<file path="config.mk">
export PLATFORM = sky130hd
export DESIGN_NAME = a0_uart_logger
export DESIGN_NICKNAME = d
export VERILOG_FILES = /design/src/rtl/a0_uart_logger_pkg.sv /design/src/rtl/a0_uart_logger_sync_fifo.sv /design/src/rtl/a0_uart_logger.sv
export SDC_FILE = /design/constraint.sdc
export NUM_CORES = 1
export LEC_CHECK = 0
export ABC_AREA = 1
export BUFFER_PORTS_ARGS = -buffer_cell sky130_fd_sc_hd__buf_2
export CAP_MARGIN = 20
export CORE_ASPECT_RATIO = 0.9
export CORE_MARGIN = 5
export CORE_UTILIZATION = 56
export CTS_BUF_LIST = sky130_fd_sc_hd__clkbuf_16
export DETAILED_ROUTE_END_ITERATION = 16
export HOLD_SLACK_MARGIN = 0.05
export PLACE_DENSITY_LB_ADDON = 0.05
export RECOVER_POWER = 50
export SETUP_SLACK_MARGIN = 0.02
export SYNTH_ARGS = -nofsm -noshare
export SYNTH_HDL_FRONTEND = slang
export SYNTH_HIERARCHICAL = 1
export SYNTH_SLANG_ARGS = --single-unit
</file>
<file path="constraint.sdc">
create_clock -name clk -period 3.08 [get_ports clk]
set_input_delay 0 -clock clk [delete_from_list [all_inputs] [get_ports clk]]
set_output_delay 0 -clock clk [all_outputs]
set_load 0.02 [all_outputs]
</file>
<file path="src/rtl/a0_uart_logger_pkg.sv">
// Shared types and constants for the a0 UART logger.
package a0_uart_logger_pkg;

  typedef enum logic [1:0] {IDLE, START, DATA, STOP} uartStateT;

  localparam int BITS_PER_BYTE  = 8;
  localparam int DEF_DATA_WIDTH = 32;
  localparam int BYTES_PER_WORD = DEF_DATA_WIDTH / BITS_PER_BYTE;

  function automatic int bytesPerWord(input int width);
    return width / BITS_PER_BYTE;
  endfunction

endpackage

</file>
<file path="src/rtl/a0_uart_logger_sync_fifo.sv">
// First-word-fall-through FIFO; pointers carry a wrap bit for full/empty.
module sync_fifo #(
  parameter int WIDTH = 32,
  parameter int DEPTH = 8
) (
  input  logic                     clk,
  input  logic                     rst,
  input  logic                     push,
  input  logic                     pop,
  input  logic [WIDTH-1:0]         wdata,
  output logic [WIDTH-1:0]         rdata,
  output logic                     full,
  output logic                     empty,
  output logic [$clog2(DEPTH):0]   level
);
  localparam int AW = $clog2(DEPTH);
  localparam logic [AW:0] PTR_ONE = (AW+1)'(1);

  logic [WIDTH-1:0] mem [DEPTH];
  logic [AW:0]      wPtr, rPtr;
  logic             doPush, doPop;

  // fullness is judged before any same-cycle pop, so a push while full is dropped
  assign doPush = push && !full;
  assign doPop  = pop && !empty;

  always_ff @(posedge clk or posedge rst) begin
    if (rst) begin
      wPtr <= '0;
      rPtr <= '0;
    end else begin
      if (doPush) wPtr <= wPtr + PTR_ONE;
      if (doPop)  rPtr <= rPtr + PTR_ONE;
    end
  end

  always_ff @(posedge clk) begin
    if (doPush) mem[wPtr[AW-1:0]] <= wdata;
  end

  assign rdata = mem[rPtr[AW-1:0]];
  assign empty = (wPtr == rPtr);
  assign full  = (wPtr[AW] != rPtr[AW]) && (wPtr[AW-1:0] == rPtr[AW-1:0]);
  assign level = wPtr - rPtr;
endmodule

</file>
<file path="src/rtl/a0_uart_logger.sv">
// Logs every change of a0 into a FIFO and sends each word as four 8N1 bytes, LSB first.
import a0_uart_logger_pkg::*;

module a0_uart_logger #(
  parameter int DATA_WIDTH   = 32,
  parameter int FIFO_DEPTH   = 8,
  parameter int CLKS_PER_BIT = 16
) (
  input  logic                          clk,
  input  logic                          rst,
  input  logic [DATA_WIDTH-1:0]         a0,
  input  logic                          en,
  output logic                          tx,
  output logic                          busy,
  output logic                          overflow,
  output logic [$clog2(FIFO_DEPTH):0]   level
);
  localparam int BPW = bytesPerWord(DATA_WIDTH);
  localparam int CW  = $clog2(CLKS_PER_BIT);
  localparam int BW  = (BPW > 1) ? $clog2(BPW) : 1;
  localparam logic [CW-1:0] BAUD_LAST = CW'(CLKS_PER_BIT - 1);
  localparam logic [BW-1:0] BYTE_LAST = BW'(BPW - 1);

  logic [DATA_WIDTH-1:0] a0Q, rdata, shReg, shNxt;
  logic                  push, pop, full, empty, baudDone, txNxt, busyNxt;
  uartStateT             state, stateNxt;
  logic [CW-1:0]         baudCnt, baudNxt;
  logic [2:0]            bitIdx, bitNxt;
  logic [BW-1:0]         byteIdx, byteNxt;

  assign push = en && (a0 != a0Q);

  sync_fifo #(.WIDTH(DATA_WIDTH), .DEPTH(FIFO_DEPTH)) uFifo (
    .clk(clk), .rst(rst), .push(push), .pop(pop), .wdata(a0),
    .rdata(rdata), .full(full), .empty(empty), .level(level)
  );

  always_ff @(posedge clk or posedge rst) begin
    if (rst) begin
      a0Q      <= '0;
      overflow <= 1'b0;
    end else begin
      a0Q <= a0;
      if (push && full) overflow <= 1'b1;
    end
  end

  // state register; tx/busy are registered from next-state values so they stay glitch-free
  always_ff @(posedge clk or posedge rst) begin
    if (rst) begin
      state   <= IDLE;
      baudCnt <= '0;
      bitIdx  <= '0;
      byteIdx <= '0;
      shReg   <= '0;
      tx      <= 1'b1;
      busy    <= 1'b0;
    end else begin
      state   <= stateNxt;
      baudCnt <= baudNxt;
      bitIdx  <= bitNxt;
      byteIdx <= byteNxt;
      shReg   <= shNxt;
      tx      <= txNxt;
      busy    <= busyNxt;
    end
  end

  assign baudDone = (baudCnt == BAUD_LAST);

  always_comb begin
    stateNxt = state;
    baudNxt  = baudCnt;
    bitNxt   = bitIdx;
    byteNxt  = byteIdx;
    shNxt    = shReg;
    pop      = 1'b0;
    case (state)
      IDLE: if (!empty) begin
        pop      = 1'b1;
        shNxt    = rdata;
        byteNxt  = '0;
        baudNxt  = '0;
        stateNxt = START;
      end
      START: if (baudDone) begin
        baudNxt  = '0;
        bitNxt   = '0;
        stateNxt = DATA;
      end else baudNxt = baudCnt + CW'(1);
      DATA: if (baudDone) begin
        baudNxt = '0;
        if (bitIdx == 3'd7) stateNxt = STOP;
        else                bitNxt   = bitIdx + 3'd1;
      end else baudNxt = baudCnt + CW'(1);
      STOP: if (baudDone) begin
        baudNxt = '0;
        if (byteIdx == BYTE_LAST) stateNxt = IDLE;
        else begin
          byteNxt  = byteIdx + BW'(1);
          shNxt    = shReg >> BITS_PER_BYTE;
          stateNxt = START;
        end
      end else baudNxt = baudCnt + CW'(1);
      default: stateNxt = IDLE;
    endcase
  end

  always_comb begin
    txNxt   = 1'b1;
    busyNxt = (stateNxt != IDLE);
    case (stateNxt)
      START:   txNxt = 1'b0;
      DATA:    txNxt = shNxt[bitNxt];
      default: txNxt = 1'b1;
    endcase
  end
endmodule

</file>
# After elaboration in Yosys (flattened, before gate mapping)
# Memories as Yosys holds them, arrays and structs flattened.
# Cells that the tools add are included.
# totals
out_inout_bits	7
register_bits	86
n_memories	1
ramBits	256
in_bits	35
wordCells	76
# memory_table
memory	words	width	read_ports	rd_ports_with_merged_regs	write_ports	line	source
uFifo.mem	8	32	1	0	1	a0_uart_logger_sync_fifo.sv:19	logic [WIDTH-1:0] mem [DEPTH];
# classes
reduce_logical	12
n_mux	29
n_lt_le_gt_ge	1
add_sub_neg	6
n_eq_ne	15
# ops
op	count
two-way mux 32 bit	3
one-hot mux 32 bit (2 select lines)	1
!= test 32 bit	1
two-way mux 2 bit	8
adder 4 x 1 -> 4 bit (second input constant)	3
two-way mux 3 bit	3
== test 2 bit (second input constant)	4
two-way mux 4 bit	2
one-hot mux 2 bit (4 select lines)	1
one-hot mux 4 bit (2 select lines)	1
less-than comparator 3 x 6 -> 1 bit (second input constant)	1
two-way mux 1 bit	6
!= test 2 bit (second input constant)	3
one-hot mux 3 bit (2 select lines)	1
logical AND 1 bit	5
== test 2 x 1 -> 1 bit (second input constant)	2
== test 4 bit	1
== test 4 bit (second input constant)	1
one-hot mux 2 bit (2 select lines)	1
AND reduction 4 bit	1
nonzero test 2 bit	2
subtractor 4 bit	1
adder 3 x 1 -> 3 bit (second input constant)	1
binary-select mux 1 bit (select 3 bit)	1
8 further kinds	9

# Depth between registers and ports, before layout
# Gate-level depths: netlist of the first run.
# depth
depth_word	7
mapped_depth	23
mapped_depth_nobuf	19

# Modules after synthesis
# The synthesis of the first run kept the hierarchy.
# by_module_without_submodules
module	area_each_um2	n_inst	cells_each	seq_area_each_um2
sync_fifo	11843.9	1	1206	7887.6
a0_uart_logger	3797.4	1	413	1953.1

# Worst setup path before layout of the first run
# Ideal clock, no wire load.
# synth_path
kind	reg2reg
startpoint	register uFifo.rPtr[1]
endpoint	memory uFifo.mem[2][0] (enable)
setup_time_ns	0.421
slack_ns	-0.250
required_time_ns	2.659
stages_incl_launch_ff	11
t_arrival_ns	2.909
n_path_buf	3
synth_period_minus_slack_ns	3.330
path_cell_list	dfrtp_1 > buf_2 > inv_2 > buf_6 > buf_2 > ha_1 > nand2_1 > nor2_1 > nand2_1 > nand3_1 > nor2_1
# synth_between
elab_chain_cells	6
# synth_rtl
item	line	source
start: declaration	a0_uart_logger_sync_fifo.sv:20	logic [AW:0] wPtr, rPtr;
start signal: assignment	a0_uart_logger_sync_fifo.sv:33	if (doPop) rPtr <= rPtr + PTR_ONE;
== test 3 bit	a0_uart_logger_sync_fifo.sv:43	assign full = (wPtr[AW] != rPtr[AW]) && (wPtr[AW-1:0] == rPtr[AW-1:0]);
logical AND 1 bit	a0_uart_logger_sync_fifo.sv:43	
logical NOT 1 bit	a0_uart_logger_sync_fifo.sv:24	assign doPush = push && !full;
logical AND 1 bit	a0_uart_logger_sync_fifo.sv:24	
two-way mux 1 bit	a0_uart_logger_sync_fifo.sv:38	if (doPush) mem[wPtr[AW-1:0]] <= wdata;
two-way mux 1 bit (not written as such)	a0_uart_logger_sync_fifo.sv:38	
end: declaration	a0_uart_logger_sync_fifo.sv:19	
# No other way between the ends.

# Worst setup path in the final report of the first run
# layout_path
startpoint	input port a0[3]
endpoint	memory uFifo.mem[4][20] (enable)
# layout_between
elab_chain_cells	5
# layout_rtl
item	line	source
start: declaration	a0_uart_logger.sv:11	input logic [DATA_WIDTH-1:0] a0,
!= test 32 bit	a0_uart_logger.sv:31	assign push = en && (a0 != a0Q);
logical AND 1 bit	a0_uart_logger.sv:31	
via push	a0_uart_logger.sv:25	logic push, pop, full, empty, baudDone, txNxt, busyNxt;
logical AND 1 bit	a0_uart_logger_sync_fifo.sv:24	
two-way mux 1 bit	a0_uart_logger_sync_fifo.sv:38	
two-way mux 1 bit (not written as such)	a0_uart_logger_sync_fifo.sv:38	
# The timed path passes the listed nets, and every way through them passes these cells.

==> run metrics, run 1 <==
xor/xnor share of the synthesized area=1.68%; ys flop type=edfxtp_1; Layout Skew=0.0118 ns; drt pass-1 iters=5; final setup fails=0; DRC viols=0; crit-path leading delay family=buffers and inverters; synthesized instance count=1619; Worst VDD drop=0.688 mV; final hold vios=0; max incr delay on CP=0.71 ns; mapped cell area=15600 µm²; mux cell area share after synthesis=0%; Clk pwr share=26.4%; max cap viols=1; Post-Route WL=34.8 mm; met3 Use GR=3.78%; DRT antenna net count=0; crit path max-delay cell type=nor4_1; Placer Congestion=0.813; Worst-path clk slew=0.06 ns; Cell Chain, Critical Path=dlygate4sd3_1 -> clkbuf_1 -> xnor2_1 -> nand2_1 -> nor4_1 -> nand3_1 -> and2_1 -> nand3_1 -> buf_4 -> nor2_4 -> buf_4; DRT iter0 DRCs=754; Hold/Removal Path Class=primary input to register; RSZ-0062 raised after global routing=false; layout cells sized above 1=7.56%; clk buf depth=3; met1 GRT Util=33.0%; Critical Path AT=3.11 ns; Die H=169 µm; GRT overflow=0; FMAX=343 MHz; Num CTS Buffers=36; Simple-Gate Fraction of Synth Area=21.7%; CP required=3.28 ns; Switch Pwr=5.89 mW; cell area after placement=16200 µm²; combinational group share of total power=34.7%; final std cells w/o fill=2079; largest family of logic cells by synthesized area=simple AND/OR/NAND/NOR gates; CP Class=primary input to register; H-tree level count=2; number of synthesized register bits=342; ys async rst share=25.1%; die area=31400 µm²; CP Capture Type=register; post-synthesis to final-layout area growth=12.6%; WL per Instance=16.7 µm; final net count=1740; EDFF count, synth=256; n_diodes=0; Tmin final=2.92 ns; initial antenna violation count=0; status=finished, violations left; startpoint types=primary input; Synth Area in Compound Gates=2.25%; Unique masters post-synth=41; final core utilization=63.5%; largest net degree at the start of global routing=133; CTS Root Cell=clkbuf_16; Leak=8.13 nW; Mapped Avg Cell Area=9.66 µm²; Fin Hold WS=0.316 ns; core area=27700 µm²; Power Dens Cells=885 nW/µm²; failing checks=capacitance limit, slew limit; row cnt=58; Seq/Total Area, Yosys=62.9%; Global Route met2 Usage=36.3%; Buffers on Ports=41; Via density=5.04; vias post-DR=10480; placed instance count=1978; Sinks on Clock Net=342; IO Pins=42; Switching Fraction=37.8%; critical path peak fanout=32; Final Cell Area=17600 µm²; global-route wire length before repair=56.0 mm; Synth Net Count=1668; worst slew pin tran=1.70 ns; GR peak layer=met2; Tot GR Track Use=22.9%; vias in the first global route=10149; fin crit share=94.7%; Yosys warnings=6; adder-cell share of the synthesized area=1.17%; hpwl dp=20.5 mm; chip width=186 µm; Worst slew margin=-13.7%; Max Slew Vio Count=36; WP buf/inv=4; Power Internal=9.70 mW; CTS tree=done; Starting Density=56.4%; Seq pwr share=38.9%; Clock Latency Late Sink=0.52 ns; Post-CTS Setup Bufs=0
## cells in the final DEF, fill, tap and decap left out, drive strengths merged, types with 2 or more instances in the layout
cell and n:
a21oi 2, buf 27, clkbuf 73, clkinv 19
clkinvlp 3, dfrtp 85, dlygate4sd3 35, edfxtp 256
ha 13, inv 323, nand2 589, nand3 174
nand3b 3, nand4 9, nor2 19, nor4 2
o21ai 33, o22ai 3, o311ai 8, or2 5
xnor2 27, xor2 3
## flip-flops by register name, summed over array words and instances, names as in the netlist
| name | flops |
|---|---|
| bitIdx | 3 |
| state | 2 |
| overflow | 1 |
| tx | 1 |
| shReg | 32 |
| a0Q | 32 |
| uFifo/rPtr | 4 |
| busy | 1 |
| uFifo/wPtr | 4 |
| byteIdx | 2 |
| uFifo/mem | 256 |
| baudCnt | 4 |
## layout make-up
cell class | instances | area, µm²
sequential | 342 | 9850
tap | 360 | 450
inverter | 319 | 1200
timing repair buffer | 96 | 721
fill | 2303 | 10100
clock inverter | 27 | 154
multi-input combinational | 896 | 4260
clock buffer | 39 | 976
## power groups by stage
| stage | logic, mW | clock network [mW] | registers, mW |
|---|---|---|---|
| 6_report | 5.40 | 4.12 | 6.06 |
| 5_1_grt | 6.10 | 4.43 | 6.13 |
| 4_1_cts | 5.45 | 4.22 | 6.06 |
| 3_5_place_dp | 5.38 | 0 | 6.15 |
| 3_3_place_gp | 5.29 | 0 | 6.13 |
| 2_1_floorplan | 3.93 | 0 | 6.09 |
## cell families after synthesis
logic type	Yosys count
AO/OA/AOI/OAI	49
XOR/XNOR	30
flip-flops	342
adder cells (fa/ha/maj)	14
buffers and inverters	381
AND/OR/NAND/NOR	803
## layer usage
| metal | vias up | part of all wire (%) |
|---|---|---|
| met5 | - | 0 |
| met4 | 0 | 2.4 |
| met3 | 62 | 5.7 |
| met2 | 267 | 47 |
| met1 | 4924 | 45 |
| li1 | 5227 | - |
## per-stage QoR
stage	power, mW	setup TNS, ns	setup WS (ns)
floorplan	10.0	-47.42	-0.250
global placement	11.4	0	0.207
detailed placement	11.5	0	0.253
CTS	15.7	0	0.216
global route	16.7	0	0.0394
finish	15.6	0	0.165
## synthesized netlist by cell type, types with 4 or more instances
master	count	area share, %
inv_1	312	7.5
xnor2_1	27	1.5
buf_1	6	0.14
buf_2	22	0.70
nor2_1	14	0.34
nand3_1	171	5.5
nand2_2	6	0.24
dfrtp_1	85	14
nand4_1	9	0.36
buf_6	16	1.2
o21ai_1	12	0.38
nand2_1	581	14
o311ai_2	8	0.83
clkbuf_1	11	0.26
ha_1	13	1.0
buf_4	7	0.34
o21ai_0	20	0.64
or2_2	4	0.16
edfxtp_1	256	49
inv_2	5	0.12
## final timing paths
kind,start,endpoint,slack (ns),depth (start not counted)
max in group asynchronous,rst,a0Q[9]$_DFF_PP0_,0.92,4
worst max-delay path,a0[3],uFifo/mem[4][20]$_DFFE_PP_,0.16,11
worst max register to register,uFifo/wPtr[2]$_DFFE_PP0P_,shReg[12]$_DFFE_PP0P_,0.29,12
worst min register to register,overflow$_DFFE_PP0P_,overflow$_DFFE_PP0P_,0.45,2
worst min-delay path,a0[2],a0Q[2]$_DFF_PP0_,0.32,2
min in group asynchronous,rst,a0Q[28]$_DFF_PP0_,0.47,3
## what timing repair did
action / in CTS / in global routing
setup endpoints to repair: 0 / 20
hold buffers: 35 / 0
hold endpoints to repair: 332 / 0
resized for setup: 0 / 3
## worst register-to-register path, cell delays in order, from the launching register on
cell	delay (ns)
dfrtp_2	0.48
ha_1	0.37
nand2_1	0.08
nor2_1	0.05
nand2_1	0.17
inv_1	0.15
nand2_1	0.19
nand2_1	0.11
nor2_2	0.18
o21ai_4	0.16
nor2_8	0.35
inv_4	0.14
o311ai_2	0.24
Note: power is estimated with default switching activity, not from simulation.
==> run 2, diff against run 1 <==
- SYNTH_HIERARCHICAL: 1 -> default
==> run 2 against run 1 <==
Critical endpoint is now uFifo.mem[6][9]$_DFFE_PP_; global-route usage increased by 0.78 points; wire length decreased by 4.2%; non-clock buffer count increased by 10; synthesized cell count decreased by 25%; via count decreased by 10%; combinational power decreased by 79%; sequential share of layout area increased by 4.5 points; area after synthesis decreased by 9.1%; the flow now finishes without violations.
==> run metrics, run 2 <==
crit-path leading delay family=simple AND/OR/NAND/NOR gates; EDFF count, synth=256; core area=25000 µm²; Pwr Total=10.7 mW; Clock Latency Late Sink=0.52 ns; Power Internal=8.07 mW; worst slew pin tran=1.31 ns; CP Capture Type=register; Placer Congestion=0.788; Seq pwr share=52.3%; Fin Hold WS=0.308 ns; Post-CTS Setup Bufs=0; clk buf depth=3; Sinks on Clock Net=342; CP Class=primary input to register; Unique masters post-synth=40; Post-synth top cells=edfxtp_1 (256), nand2_1 (188), nor2_1 (161); vias in the first global route=9085; synthesized instance count=1222; Mapped Avg Cell Area=11.6 µm²; Starting Density=56.8%; Max Slew Vio Count=0; WP buf/inv=4; Num CTS Buffers=36; RSZ-0062 raised after global routing=false; Via density=5.60; cell area after placement=14900 µm²; Setup TNS=0 ns; Seq/Total Area, Yosys=69.2%; global-route wire length before repair=52.7 mm; status=completed; DRT antenna net count=0; max cap viols=0; most frequent cell after synthesis=edfxtp_1; CTS Root Cell=clkbuf_16; Critical Path AT=2.89 ns; Synth area leaders=edfxtp_1 (54%), dfrtp_1 (15%), o21ai_0 (5.1%), nand2_1 (5.0%), nor2_1 (4.3%); GRT overflow=0; max FFs per register=256; vias post-DR=9381; Final Cell Area=16300 µm²; post-synthesis to final-layout area growth=14.6%; layout cells sized above 1=9.31%; Hold/Removal Path Class=primary input to register; Buffers on Ports=41; hpwl dp=18.7 mm; final setup fails=0; startpoint types=primary input; Die H=161 µm; ys flop type=edfxtp_1; Switching Fraction=24.9%; largest net degree at the start of global routing=88; CP required=3.29 ns; Crit path depth=14; Post-Route WL=33.3 mm; area leader, netlist=edfxtp_1; most frequent cells in the layout=edfxtp_1 (256), nand2_1 (188), nor2_1 (153); FF-to-FF path depth=12; Synth Net Count=1271; Tot GR Track Use=23.7%; chip width=178 µm; final hold vios=0; combinational group share of total power=10.7%; fin crit share=86.8%; ys async rst share=25.1%; Leak=5.94 nW; commonest non-fill, non-tap cell in the layout=edfxtp_1; WL per Instance=19.9 µm; critical path peak fanout=17; crit path max-delay cell type=dlygate4sd3_1; Switch Pwr=2.67 mW; Worst slew margin=11.9%; Worst VDD drop=0.541 mV; Worst-path clk slew=0.06 ns; initial antenna violation count=2; Cell Chain, Critical Path=dlygate4sd3_1 -> clkbuf_1 -> inv_1 -> or2_2 -> nand3_1 -> nor2_1 -> nand2_1 -> nor2_1 -> nand2_1 -> nand2_1 -> a21oi_4 -> nand2_1 -> nor2_4 -> buf_12; DRC viols=0; Yosys warnings=0; FMAX=374 MHz; IO Pins=42; Tmin final=2.67 ns; mapped cell area=14200 µm²; Clk pwr share=37.0%; Yosys top cell area share=54.1%; Layout Skew=0.0156 ns; final net count=1354; CTS tree=done; Power Dens Cells=660 nW/µm²; Hold Path Stages=2; H-tree level count=2; row cnt=55; max incr delay on CP=0.52 ns; die area=28700 µm²; CP dominant cell by count=nand2_1; drt pass-1 iters=5; number of synthesized register bits=342; DRT iter0 DRCs=822
run 2: cell count changes in the layout (fill, tap and decap cells not counted), moves of 9 or more:
cell	change
o221ai_1	+22
inv_1	-235
o211ai_1	+10
nand3_1	-111
nor2_1	+147
o22ai_1	+24
nand2_1	-393
o21ai_0	+124
buf_4	+10
o21ai_1	+9
a21oi_1	+17
run 2: cell type report:
class / count / area, µm²
clock inverter: 27 / 140
tap: 342 / 428
fill: 1962 / 8760
inverter: 84 / 318
clock buffer: 38 / 951
timing repair buffer: 106 / 832
antenna: 1 / 2.50
sequential: 342 / 9850
multi-input combinational: 735 / 3770
run 2: cell families (layout without fill, tap and decap cells):
group                    Yosys count  after routing  synth area share (%)
AO/OA/AOI/OAI                    254            254                  10.3
XOR/XNOR                          29             29                  1.79
adder cells (fa/ha/maj)           14             14                  1.29
buffers and inverters            145            255                  4.69
flip-flops                       342            342                  69.2
other                              0              1                     0
AND/OR/NAND/NOR                  438            438                  12.7
run 2: routing by layer:
metal,vias to the layer above,global-route usage [%],routed length (µm)
met4,2,5.91,593
met1,4633,36.2,15700
met2,259,36.4,15000
li1,4443,-,-
met3,44,3.32,1980
met5,-,0,12
run 2: final timing paths:
kind                                             start                         to  slack [ns]
worst max-delay path                            a0[31]  uFifo.mem[6][9]$_DFFE_PP_        0.41
worst min register to register  byteIdx[0]$_DFFE_PP0P_     byteIdx[0]$_DFFE_PP0P_        0.49
min in group asynchronous                          rst          a0Q[27]$_DFF_PP0_        0.85
worst max register to register       a0Q[28]$_DFF_PP0_  uFifo.mem[6][9]$_DFFE_PP_        0.45
worst min-delay path                            a0[31]          a0Q[31]$_DFF_PP0_        0.31
max in group asynchronous                          rst               tx$_DFF_PP1_        1.32
run 2: power groups by stage:
stage	Sequential (mW)	Clock [mW]	Combinational [mW]
finish	5.62	3.97	1.15
global route	5.65	4.25	1.26
CTS	5.61	4.05	1.17
detailed placement	5.71	0	1.13
global placement	5.70	0	1.12
floorplan	5.68	0	0.627
run 2: what timing repair did:
item | 4_1_cts | 5_1_grt
resized for setup | 0 | 0
hold buffers | 34 | 1
endpoints found under the hold margin | 362 | 1
run 2: worst register-to-register path, delay by kind of cell, from the launching register on:
family / cells / cell delay (ns)
and+or+nand+nor: 9 / 1.52
DFF: 1 / 0.33
buffers and inverters: 2 / 0.27
AOI/OAI and AO/OA: 1 / 0.20
run 2: stage by stage:
| stage | std cells | utilization [%] | worst slack [ns] |
|---|---|---|---|
| detailed placement | 1573 | 59.3 | 0.470 |
| finish | 1675 | 65.0 | 0.408 |
| floorplan | 1222 | - | -0.129 |
| global route | 1674 | 65.0 | 0.226 |
| global placement | 1573 | 59.3 | 0.534 |
| CTS | 1672 | 65.0 | 0.450 |
